File: src/rtl/octavo_io_port_fifo_bank.sv
// Buffered I/O port bank for one Octavo I/O side: per port, a read FIFO (external -> core)
// and a write FIFO (core -> external), exposed to the core as Empty/Full flags.
module octavo_io_port_fifo_bank #(
   parameter int WORD_WIDTH = 36,
   parameter int PORT_COUNT = 2,
   parameter int DEPTH      = 8,
   parameter int WRITE_SKID = 6
) (
   input  logic                             clock,
   input  logic                             reset_n,
   output logic [PORT_COUNT-1:0]            io_read_EF,
   output logic [PORT_COUNT*WORD_WIDTH-1:0] io_read_data,
   input  logic [PORT_COUNT-1:0]            io_rden,
   output logic [PORT_COUNT-1:0]            io_write_EF,
   input  logic [PORT_COUNT*WORD_WIDTH-1:0] io_write_data,
   input  logic [PORT_COUNT-1:0]            io_wren,
   input  logic [PORT_COUNT*WORD_WIDTH-1:0] ext_in_data,
   input  logic [PORT_COUNT-1:0]            ext_in_valid,
   output logic [PORT_COUNT-1:0]            ext_in_ready,
   output logic [PORT_COUNT*WORD_WIDTH-1:0] ext_out_data,
   output logic [PORT_COUNT-1:0]            ext_out_valid,
   input  logic [PORT_COUNT-1:0]            ext_out_ready,
   output logic [PORT_COUNT-1:0]            err_underflow,
   output logic [PORT_COUNT-1:0]            err_overflow,
   input  logic                             err_clear
);

   localparam int CW = $clog2(DEPTH + 1);
   localparam int PW = $clog2(DEPTH);
   localparam logic [CW-1:0] FULL_CNT = CW'(DEPTH);
   localparam logic [CW-1:0] EF_LEVEL = CW'(DEPTH - WRITE_SKID);
   localparam logic [PW-1:0] LAST_PTR = PW'(DEPTH - 1);

   // Pointers wrap explicitly so DEPTH need not be a power of two.
   function automatic logic [PW-1:0] ptr_inc(input logic [PW-1:0] p);
      return (p == LAST_PTR) ? '0 : p + 1'b1;
   endfunction

   for (genvar i = 0; i < PORT_COUNT; i++) begin : g_port
      logic [WORD_WIDTH-1:0] rmem [DEPTH];
      logic [WORD_WIDTH-1:0] wmem [DEPTH];
      logic [PW-1:0]         r_wr_ptr, r_rd_ptr;
      logic [PW-1:0]         w_wr_ptr, w_rd_ptr;
      logic [CW-1:0]         rcount, wcount;
      logic                  r_empty, r_full, w_empty, w_full;
      logic                  r_push, r_pop, w_push, w_pop;
      logic                  uf_set, ov_set;
      logic                  err_uf_q, err_ov_q;

      assign r_empty = (rcount == '0);
      assign r_full  = (rcount == FULL_CNT);
      assign w_empty = (wcount == '0);
      assign w_full  = (wcount == FULL_CNT);

      assign io_read_EF[i]    = ~r_empty;
      assign ext_in_ready[i]  = reset_n & ~r_full;
      assign io_write_EF[i]   = (wcount >= EF_LEVEL);
      assign ext_out_valid[i] = ~w_empty;

      assign io_read_data[i*WORD_WIDTH +: WORD_WIDTH] = rmem[r_rd_ptr];
      assign ext_out_data[i*WORD_WIDTH +: WORD_WIDTH] = wmem[w_rd_ptr];

      // Full FIFOs refuse a push even when a pop happens in the same cycle.
      assign r_push = ext_in_valid[i] & ext_in_ready[i];
      assign r_pop  = io_rden[i] & ~r_empty;
      assign w_push = io_wren[i] & ~w_full;
      assign w_pop  = ext_out_ready[i] & ~w_empty;

      assign uf_set = io_rden[i] & r_empty;
      assign ov_set = io_wren[i] & w_full;

      always_ff @(posedge clock or negedge reset_n) begin
         if (!reset_n) begin
            r_wr_ptr <= '0;
            r_rd_ptr <= '0;
            rcount   <= '0;
         end else begin
            if (r_push) r_wr_ptr <= ptr_inc(r_wr_ptr);
            if (r_pop)  r_rd_ptr <= ptr_inc(r_rd_ptr);
            rcount <= rcount + CW'(r_push) - CW'(r_pop);
         end
      end

      always_ff @(posedge clock or negedge reset_n) begin
         if (!reset_n) begin
            w_wr_ptr <= '0;
            w_rd_ptr <= '0;
            wcount   <= '0;
         end else begin
            if (w_push) w_wr_ptr <= ptr_inc(w_wr_ptr);
            if (w_pop)  w_rd_ptr <= ptr_inc(w_rd_ptr);
            wcount <= wcount + CW'(w_push) - CW'(w_pop);
         end
      end

      // Storage carries no reset; contents are only visible behind a non-zero count.
      always_ff @(posedge clock) begin
         if (r_push) rmem[r_wr_ptr] <= ext_in_data[i*WORD_WIDTH +: WORD_WIDTH];
         if (w_push) wmem[w_wr_ptr] <= io_write_data[i*WORD_WIDTH +: WORD_WIDTH];
      end

      // A fault in the clearing cycle wins so it is never lost.
      always_ff @(posedge clock or negedge reset_n) begin
         if (!reset_n) begin
            err_uf_q <= 1'b0;
            err_ov_q <= 1'b0;
         end else begin
            err_uf_q <= uf_set | (err_uf_q & ~err_clear);
            err_ov_q <= ov_set | (err_ov_q & ~err_clear);
         end
      end

      assign err_underflow[i] = err_uf_q;
      assign err_overflow[i]  = err_ov_q;
   end

endmodule

File: config.mk
export PLATFORM = sky130hd
export DESIGN_NAME = octavo_io_port_fifo_bank
export DESIGN_NICKNAME = d
export VERILOG_FILES = /design/src/rtl/octavo_io_port_fifo_bank.sv
export SDC_FILE = /design/constraint.sdc
export NUM_CORES = 1
export LEC_CHECK = 0
export CAP_MARGIN = 20
export CORE_MARGIN = 4
export CORE_UTILIZATION = 45
export CTS_CLUSTER_DIAMETER = 60
export DETAILED_ROUTE_END_ITERATION = 7
export PLACE_DENSITY = 0.61
export SETUP_SLACK_MARGIN = 0.05
export SLEW_MARGIN = 10
export SYNTH_ARGS = -nofsm -noshare
export SYNTH_HDL_FRONTEND = slang
export SYNTH_SLANG_ARGS = --single-unit
File: constraint.sdc
create_clock -name clock -period 5.3 [get_ports clock]
set_input_delay 1.06 -clock clock [delete_from_list [all_inputs] [get_ports clock]]
set_output_delay 1.06 -clock clock [all_outputs]
set_load 0.01 [all_outputs]
Yosys cells after proc, flatten, opt, wreduce, memory -nomap -nowiden
Memory sizes are Yosys's and may differ from the RTL's.
Index checks and enable logic that the tools add are counted.
{ "classes": {"add_sub_neg": 16, "n_lt_le_gt_ge": 2, "eq_ne": 12, "n_mux": 16, "bitwise_logic": 31, "reduce_logical": 4} }
{ "ops": {"columns": ["cell", "count"], "rows": [
  ["3-bit by 1-bit adder with 3-bit output, second input constant", 8],
  ["3-bit equality test, second input constant", 8],
  ["3-bit 2-to-1 mux", 8],
  ["1-bit bitwise AND", 18],
  ["4-bit by 1-bit adder with 4-bit output", 4],
  ["4-bit equality test, second input constant", 4],
  ["4-bit zero test", 4],
  ["4-bit by 1-bit subtractor with 4-bit output", 4],
  ["1-bit inverter", 9],
  ["4-bit by 2-bit >= comparator with 1-bit output, second input constant", 2],
  ["1-bit 2-to-1 mux", 8],
  ["1-bit bitwise OR", 4]
]} }
{ "totals": {"register_bits": 44, "ramBits": 1152, "inputBits": 155, "output_inout_bits": 156, "mem_count": 4} }
{ "memory_table": {"columns": ["name", "words", "width", "rd", "rd_clocked_by_memory_dff", "wr", "line", "rtl"], "rows": [
  ["g_port[0].rmem", 8, 36, 1, 0, 1, "40", "logic [WORD_WIDTH-1:0] rmem [DEPTH];"],
  ["g_port[0].wmem", 8, 36, 1, 0, 1, "41", "logic [WORD_WIDTH-1:0] wmem [DEPTH];"],
  ["g_port[1].rmem", 8, 36, 1, 0, 1, "40", null],
  ["g_port[1].wmem", 8, 36, 1, 0, 1, "41", null]
]} }

Depth between registers and ports, before layout
{ "depth": {"ltp_word": 6, "ltp_mapped": 11, "depth_no_buf": 11} }

Worst setup path before layout
No wires, ideal clock.
{ "synth_path": {"path_kind": "input port to flip-flop", "from": "in io_wren[1]", "to": "mem g_port[1].wmem[0][0], enable pin", "setup_ps": 519, "t_arrival_ps": 4675, "t_required_ps": 4781, "slack_ps": 105, "stages": 2, "path_buffers": 0, "path_cell_list": "nand2_1 -> nor4_1"} }
{ "synth_via": {"elab_chain_cells": 3} }
{ "synth_rtl": {"columns": ["item", "line", "rtl"], "rows": [
  ["start: declaration", "16", "input logic [PORT_COUNT-1:0] io_wren,"],
  ["1-bit bitwise AND", "66", "assign w_push = io_wren[i] & ~w_full;"],
  ["1-bit 2-to-1 mux", "99", "if (w_push) wmem[w_wr_ptr] <= io_write_data[i*WORD_WIDTH +: WORD_WIDTH];"],
  ["1-bit 2-to-1 mux (implied by the code)", "99", null],
  ["end: declaration", "41", null]
]} }
No other way between the ends.

Worst setup path after layout
{ "layout_path": {"from": "reg g_port[1].r_rd_ptr[0]", "to": "out io_read_data[67]"} }
{ "layout_via": {"elab_chain_cells": 1} }
{ "layout_rtl": {"columns": ["item", "line", "rtl"], "rows": [
  ["start: declaration", "42", "logic [PW-1:0] r_wr_ptr, r_rd_ptr;"],
  ["start signal: assignment", "79", "if (r_pop) r_rd_ptr <= ptr_inc(r_rd_ptr);"],
  ["memory read 8 x 36 bit", null, null],
  ["end: declaration", "12", "output logic [PORT_COUNT*WORD_WIDTH-1:0] io_read_data,"]
]} }
No other way between the ends.

==> impl_results.md <==
- Post_cts resized: 0
- Vias in the first global route: between 20000 and 25000
- Post-synthesis cell type count: 32
- Clock power frac: 0.279
- IO Count: ~310
- Internal Power: approximately 22 mW
- Placed cells: approximately 3600
- Cell area after synthesis: between 40000 and 50000 µm²
- Net Sw Power: roughly 8.5 mW
- Worst-margin pin slew: between 0.9 and 1 ns
- Critical R2R Capture: g_port[0].wmem[7][13]
- Core area: between 100000 and 150000 µm²
- Worst-path cell chain: buf_12 > mux4_2 > mux2_2 > clkdlybuf4s50_1
- Switching share of power: 0.282
- CTS Hold Bufs: 0
- Buf/Inv on CP: 2
- DRT iter0 DRCs: 1669
- Setup violators final: 0
- Total stage count of the critical path: 4
- Setup crit end: io_read_data[67]
- Max-Cap Viols: 0
- Synthesized flop and latch total: 1196
- Yosys Warn Count: 0
- Die area: roughly 110000 µm²
- H-tree depth: 3
- CP arrival: between 3 and 4 ns
- Syn_area_per_cell: 23.9 µm²
- Postcts setup bufs: 0
- Register share of total power: 0.416
- Remaining Overflow, GRT: 0
- Largest net degree at the start of global routing: 47
- Period utilisation layout: 0.856
- P&R area growth vs syn: 19.6%
- Row cnt: roughly 120
- RSZ-0062 raised after global routing: false
- Final nets: ~2500
- Met1 Use GR: 0.235
- Area of the multi-input gates: between 9000 and 10000 µm²
- CTS sink count: 1196
- Seq/Total Area, Yosys: 0.777
- Status: completed
- Crit path from: g_port[1].r_rd_ptr[0]
- Crit-path max FO: 43
- Num CTS Buffers: roughly 120
- DP HPWL: 55.1 mm
- First-pass GRT wire length: 142 mm
- Fill cells: approximately 7700
- LEAKAGE: roughly 18 nW
- Via Count: between 20000 and 25000
- Layout cells sized above 1: 0.306
- Met2 Usage GRT: 0.295
- Reg2reg start: g_port[0].wcount[2]
- Worst EP required: approximately 4.2 ns
- WL final: between 90 and 100 mm
- WL per Instance: 25.0 µm
- Post-layout min period: between 4 and 5 ns
- Worst-case reg-to-reg path depth: 6
- Worst hold path type: in -> async
- Initial Util: 0.456
- Comb pwr share: 0.306
- Non-Filler Instances: about 3800
- Final Hold Viols: 0
- Initial antenna violation count: 15
- Met3 GRT Util: 0.0485
- Nature of the critical path endpoint: output pin
- GRT busiest layer: met2
- Count of pins over their slew limit: 0
- Reg area: ~36000 µm²
- Worst skew pair latency: 0.71 ns
- Width of the chip: around 330 µm
- Reg2reg setup slack: approximately 2.6 ns
- CTS clock-pin slew for the worst setup and hold paths: approximately 0.060 ns
- Clock skew: between 0.015 and 0.02 ns
- First-pass DRT Iterations: 4
- DR vias/cell: about 5.4
- Root Buffer: clkbuf_16
- Slowest cell delay on critical path: approximately 1.0 ns
- CTS tree: done
- Fmax: about 220 MHz
- Die height: 327 µm
- Clock Tree Buf Depth: 3
- IO Port Bufs: 310
- Setup TNS: 0 ns
- Critical Path Source Type: register
- Critical path class: reg -> out
- Maximum vdd drop: 396 µV
- Post-route ant nets: 0
- Power Density: 550 nW/µm²
- Critical path's slowest cell: dfrtp_4
- Worst rel slew slack: 0.373
- CP top delay family: flip-flops
- Syn nets: 2122
- Post-Synthesis Cells: 1923
- Placer Congestion: slightly above 0.7
- DRC Markers: 0
- Tot GR Track Use: 0.178
-- logic make-up after synthesis --
| kind of cell | after synthesis | share of synthesized area |
|---|---|---|
| buf+inv | 124 | 0.0153 |
| xor+xnor | 8 | 0.00153 |
| flops | 1196 | 0.777 |
| simple gates | 81 | 0.00918 |
| fa+ha+maj | 44 | 0.0126 |
| compound gates | 16 | 0.00215 |
| mux | 454 | 0.182 |
-- final cells by class --
type,instances,area share
well taps,1357,0.0309
multi-input cells,603,0.177
clock inverters,89,0.0156
inverters,40,0.00273
flip-flops and latches,1196,0.650
repair buffers,363,0.0659
clock buffers,141,0.0570
diodes,8,0.000364
-- power by group through the flow --
stage / Sequential, mW / Clock (mW) / Combinational, mW
finish: 12.6 / 8.42 / 9.24
CTS: 12.7 / 8.63 / 9.37
floorplan: 12.1 / 0 / 6.14
global route: 12.7 / 9.05 / 9.91
global placement: 12.8 / 0 / 9.23
detailed placement: 12.9 / 0 / 9.32
-- per-layer routing --
layer / wire length (µm) / share of wire
met4: 1610 / 0.017
met3: 6410 / 0.067
met5: 99 / 0.0010
met1: 38800 / 0.41
met2: 48100 / 0.51
-- sequential cells by signal, indices dropped and copies added, names as in the netlist, 6 cells and up --
name             cells
g_port.rmem        576
g_port.wmem        576
g_port.rcount        8
g_port.wcount        8
g_port.r_rd_ptr      6
g_port.r_wr_ptr      6
g_port.w_rd_ptr      6
g_port.w_wr_ptr      6
-- synthesized netlist by cell type, drive strengths merged --
cell type,number,area [µm²]
mux2,166,1870
nor2b,5,31.3
buf,51,427
inv,40,150
o22ai,4,25.0
a21oi,4,20.0
nor2,23,86.3
edfxtp,1152,34600
and2,1,6.26
nor3,14,70.1
a21o,4,30.0
o41ai,1,8.76
nand4,1,6.26
clkbuf,33,124
nand2b,8,50.1
nor4,3,18.8
dfrtp,44,1100
nand3,3,20.0
o21ai,3,15.0
ha,40,500
mux4,288,6490
fa,4,80.1
nor3b,1,7.51
or3,1,6.26
xnor2,3,26.3
or3b,8,70.1
nand2,13,48.8
xor2,5,43.8
-- cells in the final DEF (no fill, tap or decap), drive strengths merged, types with 13 or more instances in the layout --
cell,Yosys,final
buf,51,54
bufinv,0,14
clkbuf,33,141
clkdlybuf4s50,0,309
clkinv,0,59
dfrtp,44,44
edfxtp,1152,1152
ha,40,40
inv,40,49
mux2,166,166
mux4,288,288
nand2,13,13
nor2,23,23
nor3,14,14
-- through the flow --
stage,area (µm²),worst slack [ns],power (mW),util,hold slack (ns)
2_1_floorplan,45900,0.105,18.2,-,0.485
3_3_place_gp,50900,1.44,22.0,0.505,0.500
3_5_place_dp,50900,1.42,22.2,0.505,0.517
4_1_cts,54900,0.634,30.7,0.545,0.195
5_1_grt,54900,0.528,31.7,0.545,0.209
6_report,54900,0.765,30.2,0.545,0.239
-- how the worst min path moves through the flow --
stage                             start                    end  slack, ns
finish                          reset_n  g_port[1].r_wr_ptr[2]       0.24
global route                    reset_n  g_port[1].r_wr_ptr[2]       0.21
CTS                             reset_n  g_port[1].r_wr_ptr[2]       0.20
detailed placement  g_port[0].wcount[0]    g_port[0].wcount[0]       0.52
global placement    g_port[1].wcount[0]    g_port[1].wcount[0]       0.50
floorplan           g_port[0].wcount[0]    g_port[0].wcount[0]       0.48
(Power assumes the default switching activity.)
